<file path="config.mk">
export PLATFORM = sky130hd
export DESIGN_NAME = lsu_axi_master
export DESIGN_NICKNAME = d
export VERILOG_FILES = /design/src/rtl/lsu_axi_master.sv
export SDC_FILE = /design/constraint.sdc
export NUM_CORES = 1
export LEC_CHECK = 0
export CORE_UTILIZATION = 42
export CTS_CLUSTER_DIAMETER = 150
export DETAILED_ROUTE_END_ITERATION = 12
export HOLD_SLACK_MARGIN = 0.15
export PLACE_DENSITY = 0.91
export SKIP_LAST_GASP = 1
export SLEW_MARGIN = 20
export SYNTH_ARGS = -nofsm -noshare
export SYNTH_HDL_FRONTEND = slang
export SYNTH_SLANG_ARGS = --single-unit
</file>
<file path="constraint.sdc">
create_clock -name clk -period 1.9 [get_ports clk]
set_input_delay 0.19 -clock clk [delete_from_list [all_inputs] [get_ports clk]]
set_output_delay 0.19 -clock clk [all_outputs]
set_load 0.05 [all_outputs]
</file>
<file path="src/rtl/lsu_axi_master.sv">
// LSU-side AXI4-Lite initiator: one load/store at a time from EXU, byte-lane
// steering and load extension, one response per request back to WBU.
//
// state   | meaning
// --------+-------------------------------------------------------------
// IDLE    | req_ready high, waiting for an EXU request
// RD_ADDR | m_arvalid high, waiting for m_arready
// RD_DATA | m_rready high, waiting for m_rvalid
// WR_REQ  | AW and W offered independently until both have handshaken
// WR_RESP | m_bready high, waiting for m_bvalid
// RESP    | resp_valid high, holding the response until resp_ready
module lsu_axi_master #(
  parameter logic [1:0] RESP_OKAY = 2'b00
) (
  input  logic        clk,
  input  logic        rst,
  input  logic        req_valid,
  output logic        req_ready,
  input  logic        req_wen,
  input  logic [31:0] req_addr,
  input  logic [31:0] req_wdata,
  input  logic [1:0]  req_size,
  input  logic        req_unsigned,
  output logic        resp_valid,
  input  logic        resp_ready,
  output logic [31:0] resp_rdata,
  output logic        resp_err,
  output logic [31:0] m_araddr,
  output logic        m_arvalid,
  input  logic        m_arready,
  input  logic [31:0] m_rdata,
  input  logic [1:0]  m_rresp,
  input  logic        m_rvalid,
  output logic        m_rready,
  output logic [31:0] m_awaddr,
  output logic        m_awvalid,
  input  logic        m_awready,
  output logic [31:0] m_wdata,
  output logic [3:0]  m_wstrb,
  output logic        m_wvalid,
  input  logic        m_wready,
  input  logic [1:0]  m_bresp,
  input  logic        m_bvalid,
  output logic        m_bready
);

  typedef enum logic [2:0] {IDLE, RD_ADDR, RD_DATA, WR_REQ, WR_RESP, RESP} state_t;

  state_t      state, state_n;
  logic        wen_q;
  logic [31:0] addr_q;
  logic [31:0] wdata_q;
  logic [1:0]  size_q;
  logic        uns_q;
  logic        aw_done, w_done;
  logic [31:0] rdata_q;
  logic        err_q;

  logic        misaligned;
  logic [4:0]  shamt;
  logic [31:0] rd_shift;
  logic [31:0] rd_ext;
  logic        aw_hs, w_hs;

  assign misaligned = (req_size == 2'd3) ||
                      (req_size == 2'd1 && req_addr[0]) ||
                      (req_size == 2'd2 && req_addr[1:0] != 2'b00);
  assign shamt      = {addr_q[1:0], 3'b000};
  assign rd_shift   = m_rdata >> shamt;
  assign aw_hs      = m_awvalid & m_awready;
  assign w_hs       = m_wvalid & m_wready;

  assign m_araddr   = {addr_q[31:2], 2'b00};
  assign m_awaddr   = {addr_q[31:2], 2'b00};
  assign m_wdata    = wdata_q << shamt;
  assign resp_rdata = rdata_q;
  assign resp_err   = err_q;

  // Load extension: byte/half sign comes from bit 7/15 of the lane-shifted data
  always_comb begin
    rd_ext = rd_shift;
    case (size_q)
      2'd0:    rd_ext = {{24{~uns_q & rd_shift[7]}}, rd_shift[7:0]};
      2'd1:    rd_ext = {{16{~uns_q & rd_shift[15]}}, rd_shift[15:0]};
      default: rd_ext = rd_shift;
    endcase
  end

  // Store byte strobes follow the access size and low address bits
  always_comb begin
    m_wstrb = 4'b1111;
    case (size_q)
      2'd0:    m_wstrb = 4'b0001 << addr_q[1:0];
      2'd1:    m_wstrb = 4'b0011 << addr_q[1:0];
      default: m_wstrb = 4'b1111;
    endcase
  end

  // State register
  always_ff @(posedge clk) begin
    if (rst) state <= IDLE;
    else     state <= state_n;
  end

  // Next-state and handshake outputs; all valids/readies decode from registers only
  always_comb begin
    state_n    = state;
    req_ready  = 1'b0;
    m_arvalid  = 1'b0;
    m_rready   = 1'b0;
    m_awvalid  = 1'b0;
    m_wvalid   = 1'b0;
    m_bready   = 1'b0;
    resp_valid = 1'b0;
    case (state)
      IDLE: begin
        req_ready = 1'b1;
        if (req_valid) begin
          if (misaligned)   state_n = RESP;
          else if (req_wen) state_n = WR_REQ;
          else              state_n = RD_ADDR;
        end
      end
      RD_ADDR: begin
        m_arvalid = 1'b1;
        if (m_arready) state_n = RD_DATA;
      end
      RD_DATA: begin
        m_rready = 1'b1;
        if (m_rvalid) state_n = RESP;
      end
      WR_REQ: begin
        m_awvalid = ~aw_done;
        m_wvalid  = ~w_done;
        if ((aw_done | (~aw_done & m_awready)) && (w_done | (~w_done & m_wready)))
          state_n = WR_RESP;
      end
      WR_RESP: begin
        m_bready = 1'b1;
        if (m_bvalid) state_n = RESP;
      end
      RESP: begin
        resp_valid = 1'b1;
        if (resp_ready) state_n = IDLE;
      end
      default: state_n = IDLE;
    endcase
  end

  // Request latch, write-channel progress flags and response registers
  always_ff @(posedge clk) begin
    if (rst) begin
      wen_q   <= 1'b0;
      addr_q  <= '0;
      wdata_q <= '0;
      size_q  <= '0;
      uns_q   <= 1'b0;
      aw_done <= 1'b0;
      w_done  <= 1'b0;
      rdata_q <= '0;
      err_q   <= 1'b0;
    end else begin
      case (state)
        IDLE: if (req_valid) begin
          wen_q   <= req_wen;
          addr_q  <= req_addr;
          wdata_q <= req_wdata;
          size_q  <= req_size;
          uns_q   <= req_unsigned;
          aw_done <= 1'b0;
          w_done  <= 1'b0;
          rdata_q <= '0;
          err_q   <= misaligned;
        end
        RD_DATA: if (m_rvalid) begin
          rdata_q <= rd_ext;
          err_q   <= (m_rresp != RESP_OKAY);
        end
        WR_REQ: begin
          aw_done <= aw_done | aw_hs;
          w_done  <= w_done | w_hs;
        end
        WR_RESP: if (m_bvalid) begin
          rdata_q <= '0;
          err_q   <= (m_bresp != RESP_OKAY);
        end
        default: ;
      endcase
    end
  end

endmodule

</file>
* Word-level counts from Yosys, hierarchy flattened
Cells that the tools add are included.
** Word-level totals
- Bits in registers :: 105
- Bits of input ports :: 113
- Output and inout port bits :: 140
- Word-level logic and storage cells :: 86
** Operators by class
- Equality and inequality tests :: 15
- Shift operators :: 4
- Mux-type cells :: 29
- Bitwise operators :: 13
- Reductions and logical operators :: 16
** Operators with widths (count)
- 32-bit two-way mux :: 3
- 32-bit one-hot mux with 3 select lines :: 1
- 32-bit one-hot mux with 2 select lines :: 1
- 32-bit by 5-bit << shifter with 32-bit output :: 1
- 32-bit by 5-bit >> shifter with 32-bit output :: 1
- 3-bit two-way mux :: 7
- 3-bit one-hot mux with 6 select lines :: 1
- 2-bit inequality test, second input constant :: 6
- 1-bit two-way mux :: 11
- 4-bit one-hot mux with 2 select lines :: 1
- 2-bit nonzero test :: 4
- 1-bit bitwise AND :: 6
- 3-bit by 2-bit == test with 1-bit output, second input constant :: 2
- 3-bit == test, second input constant :: 2
- 6-bit AND reduction :: 1
- 2-bit by 1-bit == test with 1-bit output, second input constant :: 2
- 2-bit == test, second input constant :: 2
- 1-bit bitwise OR :: 4
- 1-bit one-hot mux with 2 select lines :: 2
- 2-bit AND reduction :: 2
- 4-bit AND reduction :: 1
- 1-bit by 2-bit << shifter with 4-bit output, first input constant :: 1
- 2-bit by 2-bit << shifter with 4-bit output, first input constant :: 1
- 3-bit by 1-bit == test with 1-bit output, second input constant :: 1
- 8 further kinds :: 13

* Logic depth before layout (Yosys ltp)
Gate-level depths: netlist of run 1.
- Depth after elaboration :: 7
- Depth in mapped cells :: 8
- Depth with buffers taken out :: 4

* Least setup slack after synthesis of run 1
OpenSTA, ideal clock, no wires.
- Path kind :: register -> register
- Start point :: reg state[2]
- End point :: reg err_q, in the netlist resp_err
- Library setup time :: 0.070 ns
- Arrival time :: 2.362 ns
- Data required time :: 1.830 ns
- Slack :: -0.532 ns
- Cell stages (with the launch flop) :: 6
- Path buffers :: 1
- Clock period less this slack :: 2.432 ns
- Cells stage by stage :: dfxtp_1 buf_6 nor3b_1 o21ai_0 a311o_1 a21oi_1
** On the way
- Word-level cells in the longest chain between the ends :: 3
- Elaborated cells between the ends (all ways) :: 9
- Those cells by class :: 5 x eq/ne; 1 x mux; 3 x reduce/logical
** Ends and longest elaborated chain
- from (decl) :: RTL line 49 : state_t state, state_n;
- from (signal assigned) :: RTL line 102 : else state <= state_n;
- 3-bit == test (tied with other cells) :: RTL line 163 : case (state)
- 2-bit inequality test (no source line) or 3-bit nonzero test (tied branches)
- 4-bit AND reduction (no source line)
- to (signal assigned) :: RTL line 173 : err_q <= misaligned;
- to (signal assigned) :: RTL line 177 : err_q <= (m_rresp != RESP_OKAY);
- to (signal assigned) :: RTL line 185 : err_q <= (m_bresp != RESP_OKAY);
- to (decl) :: RTL line 57 : logic err_q;
Parallel ways exist; a longest one is shown, timed or not.
A chain may end at the register's enable or synchronous reset.

* Final worst setup path of run 1
- Start point :: reg addr_q[1]
- End point :: out m_wdata[28]
** On the way
- Word-level cells in the longest chain between the ends :: 1
** Ends and longest elaborated chain
- from (decl) :: RTL line 51 : logic [31:0] addr_q;
- from (signal assigned) :: RTL line 166 : addr_q <= req_addr;
- 32-bit by 5-bit << shifter with 32-bit output :: RTL line 75 : assign m_wdata = wdata_q << shamt;
- to (decl) :: RTL line 38 : output logic [31:0] m_wdata,
No other way between the ends.

==> results of run 1 <==
==> cell type report <==
class                           count  area (sq um)  share of cell area
Timing Repair Buffer              282          3180               0.370
Multi-Input combinational cell    454          2780               0.324
Sequential cell                   105          2110               0.246
Clock buffer                       12           256              0.0299
Tap cell                          172           215              0.0251
Clock inverter                      4          36.3             0.00422
Inverter                            1          3.75            0.000437
Antenna cell                        1          2.50            0.000291
==> routing by layer <==
metal,vias to the layer above,wire [um],GRT usage,part of all wire
li1,2613,-,-,-
met1,2543,6470,0.264,0.36
met2,221,9380,0.475,0.52
met3,26,1540,0.0732,0.086
met4,0,514,0.136,0.029
met5,-,0,0,0
==> state kept, by name, indices dropped and copies added, names as in the netlist <==
signal	cells
uns_q	1
aw_done	1
size_q	2
w_done	1
resp_rdata	32
addr_q	32
wdata_q	32
state	3
resp_err	1
==> cell usage in the layout, fill, tap and decap left out, types with 6 or more instances in the layout <==
| cell | n |
|---|---|
| a2bb2oi_1 | 8 |
| a22o_1 | 8 |
| a21oi_2 | 8 |
| o21ai_2 | 8 |
| mux2i_2 | 6 |
| o21ai_0 | 12 |
| nor2b_1 | 12 |
| a221o_1 | 8 |
| mux2i_1 | 44 |
| clkbuf_16 | 10 |
| nand2_1 | 145 |
| a21oi_1 | 80 |
| clkdlybuf4s50_1 | 204 |
| a211oi_1 | 8 |
| dfxtp_1 | 102 |
| buf_4 | 32 |
| nand4_1 | 8 |
| buf_12 | 42 |
| nor2_2 | 6 |
| and2_1 | 10 |
| o21ai_1 | 10 |
| nor2_1 | 19 |
| a211o_1 | 9 |
==> through the flow <==
stage / TNS [ns] / total power, mW
floorplan: -0.512 / 8.04
global placement: -3.81 / 10.6
detailed placement: -4.53 / 10.7
CTS: 0 / 12.6
global route: 0 / 13.2
finish: 0 / 12.6
==> worst reg2reg max path: stages (launching register included) <==
cell     delay [ns]
dfxtp_1        0.39
buf_4          0.20
nor3_4         0.30
and2_2         0.26
buf_12         0.23
nand2_1        0.10
a21oi_1        0.18
==> power breakdown <==
part	leakage, nW	switching (mW)	internal [mW]
Clock	0.141	0.852	0.976
Combinational	2.19	4.64	3.02
Sequential	0.858	0.439	2.65
==> worst min-delay path by stage <==
stage                        from              to  slack [ns]  cells past startpoint
global placement      wdata_q[25]     wdata_q[25]        0.44                      2
detailed placement    wdata_q[27]     wdata_q[27]        0.45                      2
global route                  rst  resp_rdata[10]        0.38                      3
finish                        rst   resp_rdata[9]        0.37                      3
CTS                           rst  resp_rdata[10]        0.35                      3
floorplan           req_wdata[24]     wdata_q[24]        0.33                      2
==> timing repair <==
item / in CTS / in global routing
gates resized for setup: 5 / 10
hold buffers: 0 / 0
endpoints found under the hold margin: 0 / 0
setup buffers: 0 / 0
gates cloned: 0 / 1
setup endpoints to repair: 43 / 28
==> cells by family after synthesis <==
| kind of cell | Yosys count |
|---|---|
| muxes | 52 |
| buffers and inverters | 120 |
| other | 1 |
| DFF | 105 |
| and+or+nand+nor | 223 |
| AOI/OAI and AO/OA | 175 |
==> metrics.yaml, run 1 <==
vias_per_cell: 5.24
period_minus_slack_ns: 1.81
synth_xor_area_frac: 0
cts_max_level: 3
power_leakage_nw: 3.19
synth_cells: 676
synth-compound-area-share: 0.202
synth-simple-area-share: 0.180
relSlewSlack: 0.419
syn_to_final_growth_pct: 56.6
routed_wl_mm: 17.9
drtAntennaViolNets: 0
reg2reg_setup_slack_ns: 0.14
rr_startpoint: "state[2]"
ir_worst_vdd_v: 0.000898
drc: 0
muxShareOfSynthArea: 0.0981
stdcell_count: 1031
cp_max_fo: 17
fp.dieArea_sq_um: 13500
synth_ff_type: "dfxtp_1"
fillers: 996
fmax_mhz: 554
synth_top_area_frac: 0.383
cp-start-kind: "flop"
synth_seq_area_share: 0.383
final.period_utilization: 0.950
path_cells: "buf_12 -> mux2i_1 -> a21oi_2 -> buf_4"
hold_slack_ns: 0.370
cp_num_cells: 4
status: "finished, final reports clean"
finalClockSkew_ns: 0.00439
firstDrtPassIters: 5
ys_warn_count: 0
core-area_sq_um: 12700
synth-edff-count: 0
insertion_delay_ns: 0.35
track_usage: 0.258
path_class: "flop to output pin"
slowest_delay_ns: 0.44
synthAdderAreaFrac: 0
crit_buf_inv: 2
preCtsSetupSlack_ns: -0.222
hold_class: "input port to flop"
initial_core_util: 0.433
cts_buffers: 9
drv_slew: 0
end_kind: "output pin"
hold_viol: 0
synth.most_common_cell: "nand2_1"
synth.area.top_cells: "dfxtp_1 (38%), nand2_1 (10%), buf_4 (9.0%)"
cts_tree: "built"
port_buffers: 248
clock_sinks: 105
crit_slowest_cell: "dfxtp_4"
first_iter_violations: 348
place_area_sq_um: 8220
reg2reg_depth: 6
setup_violations: 0
worstMarginPinSlew_ns: 0.872
ys_seq_elements: 105
grt_first_pass_wirelength_mm: 26.5
grt_pass1_vias: 5245
place_inst: 1013
async_flop_share: 0
p_per_area_nw_per_um2: 1460
r2r-end: "addr_q[7]"
final_nets: 966
io_pins: 253
dp_hpwl_mm: 13.2
layout-drive-gt1-share: 0.163
yosysTopAreaCell: "dfxtp_1"
num_rows: 41
die_y_um: 116
gp_congestion: 0.875
antenna_found_initial: 0
final_area_sq_um: 8590
wl_per_cell_um: 17.4
postLayoutCoreUtil: 0.678
clockRootBuffer: "clkbuf_16"
dr_total_vias: 5403
worstSetupEndpoint: "m_wdata[28]"
synth_top_family_by_area: "compound AO/OA/AOI/OAI gates"
maxCapViolCount: 0
clk_pin_slew_ns: 0.07
cpLargestDelayFamily: "flip-flops"
synth_area_sq_um: 5480
ys_types: 52
overflow: 0
required_ns: 1.71
syn_avg_cell_area_sq_um: 8.11
worst_slack_ns: 0.0947
rsz0062_at_grt: "no"
synth_common_cells: "nand2_1 (146), dfxtp_1 (105), a21oi_1 (88)"
grt_max_degree: 82
cts.path.max_buffers: 2
die_x_um: 116
cp.arrival_ns: 1.62
crit_start: "addr_q[1]"
Power figures use the tool's default switching activity.
==> run 2: changes to the inputs <==
CORE_UTILIZATION = 38   (was 42)
GPL_TIMING_DRIVEN = 0   (was not set)
PLACE_DENSITY = 0.88   (was 0.91)
clock period = 1.5 ns   (was 1.9 ns; I/O delays follow)
==> metrics.yaml, run 2 (same netlist as run 1, synthesis figures left out) <==
power_leakage_nw: 4.65  # was 3.19 nW
dr_total_vias: 6830  # was 5403
rr_startpoint: "state[1]"  # was state[2]
rsz0062_at_grt: "yes"  # was no
worst_slack_ns: -0.435  # was 0.0947 ns
end_kind: "flop"  # was output pin
cts_max_level: 3  # unchanged
initial_core_util: 0.392  # was 0.433
hold_slack_ns: 0.337  # was 0.370 ns
cts.path.max_buffers: 2  # unchanged
maxCapViolCount: 0  # unchanged
insertion_delay_ns: 0.37  # was 0.35 ns
reg2reg_setup_slack_ns: -0.43  # was 0.14 ns
cts_buffers: 9  # unchanged
min_from: "req_wdata[31]"  # was rst
vias_per_cell: 5.69  # was 5.24
finalClockSkew_ns: 0.0155  # was 0.00439 ns
layout_commonest_cell: "clkdlybuf4s50_1"  # unchanged
fp.dieArea_sq_um: 14900  # was 13500 sq um
final.period_utilization: 1.29
routed_wl_mm: 26.8  # was 17.9 mm
grt_first_pass_wirelength_mm: 33.7  # was 26.5 mm
p_total_mw: 20.7  # was 12.6 mW
cp.arrival_ns: 2.19  # was 1.62 ns
final_nets: 1128  # was 966
antenna_found_initial: 0  # unchanged
r2r-end: "resp_err"  # was addr_q[7]
drv_slew: 0  # unchanged
drc: 0  # unchanged
crit_start: "state[1]"  # was addr_q[1]
core-area_sq_um: 14000  # was 12700 sq um
violations: "setup timing"
postLayoutCoreUtil: 0.782  # was 0.678
wl_per_cell_um: 22.3  # was 17.4 um
place_inst: 1107  # was 1013
relSlewSlack: 0.471  # was 0.419
fmax_mhz: 517
overflow: 0  # unchanged
stdcell_count: 1200  # was 1031
firstDrtPassIters: 5  # unchanged
clk_pin_slew_ns: 0.08  # was 0.07 ns
n_antenna_cell: 0  # was 1
drtAntennaViolNets: 0  # unchanged
status: "complete, but fails checks"  # was finished, final reports clean
first_iter_violations: 596  # was 348
period_minus_slack_ns: 1.93
track_usage: 0.299  # was 0.258
layout-drive-gt1-share: 0.468  # was 0.163
path_class: "flop to flop"  # was flop to output pin
io_pins: 253  # unchanged
port_buffers: 248  # unchanged
layout_common_cells: "clkdlybuf4s50_1 (112), buf_4 (109), nand2_1 (104)"  # was clkdlybuf4s50_1 (204), nand2_1 (145), dfxtp_1 (102)
num_rows: 43  # was 41
gp_congestion: 0.894  # was 0.875
hold_viol: 0  # unchanged
dp_hpwl_mm: 14.7  # was 13.2 mm
cts_tree: "built"  # unchanged
setup_violations: 142  # was 0
required_ns: 1.75  # was 1.71 ns
finalSetupTns_ns: -25.35  # was 0 ns
clock_sinks: 105  # unchanged
cp_max_fo: 6  # was 17
hold_class: "input port to flop"  # unchanged
fillers: 860  # was 996
cp-start-kind: "flop"  # unchanged
die_x_um: 122  # was 116 um
clockRootBuffer: "clkbuf_16"  # unchanged
grt_max_degree: 17  # was 82
worstMarginPinSlew_ns: 0.793  # was 0.872 ns
p_per_area_nw_per_um2: 1890  # was 1460 nW/um^2
worstSetupEndpoint: "resp_err"  # was m_wdata[28]
syn_to_final_growth_pct: 99.4  # was 56.6%
die_y_um: 122  # was 116 um
ir_worst_vdd_v: 0.00122  # was 0.000898 V
cts_hold_buf: 0  # unchanged
grt_pass1_vias: 6243  # was 5245
reg2reg_depth: 7  # was 6
-- run 2: worst min-delay path by stage --
stage	slack (ns)	cells past startpoint	to
floorplan	0.29	2	wdata_q[24]
global placement	0.44	2	wdata_q[26]
detailed placement	0.44	2	wdata_q[26]
CTS	0.34	3	wdata_q[31]
global route	0.33	3	wdata_q[31]
finish	0.34	3	wdata_q[31]
-- run 2: worst max-delay path, stage by stage (launching register included) --
cell     delay [ns]
dfxtp_4        0.42
nor3b_4        0.26
buf_6          0.14
buf_6          0.09
buf_8          0.11
o21ai_1        0.07
a311o_1        0.39
a21oi_1        0.33
-- run 2: metal layers --
metal / GRT usage / up-vias / wire (um)
met5: 0 / - / 0
met4: 0.130 / 0 / 1260
met3: 0.0534 / 127 / 2490
met2: 0.526 / 488 / 13300
met1: 0.352 / 3258 / 9700
li1: - / 2957 / -
-- run 2: power by group --
part / switching [mW] / internal (mW) / leakage, nW / total (mW)
clock: 1.14 / 1.39 / 0.150 / 2.52
combinational: 7.97 / 6.15 / 3.64 / 14.1
sequential: 0.696 / 3.37 / 0.859 / 4.07
-- run 2: repair_timing --
item,in CTS,in global routing
resized for setup,572,278
cloned,10,3
endpoints found under the setup margin,238,198
setup buffers,44,25
pin swaps,46,93
hold endpoints to repair,0,0
-- run 2: layout make-up --
type                            count  area, sq um  share of cell area
Clock buffer                       13          260              0.0238
Sequential cell                   105         2120               0.194
Clock inverter                      3         40.0             0.00366
Multi-Input combinational cell    455         3870               0.354
Tap cell                          180          225              0.0206
Timing Repair Buffer              329         3300               0.302
Inverter                            1         11.3             0.00103
Buffer                            114         1110               0.101
-- run 2: through the flow --
step,setup slack [ns],cell area [sq um]
after floorplan,-0.227,6030
after detailed placement,-0.964,8740
after global placement,-0.927,8740
final,-0.435,10900
after CTS,-0.295,10100
after global routing,-0.485,10900
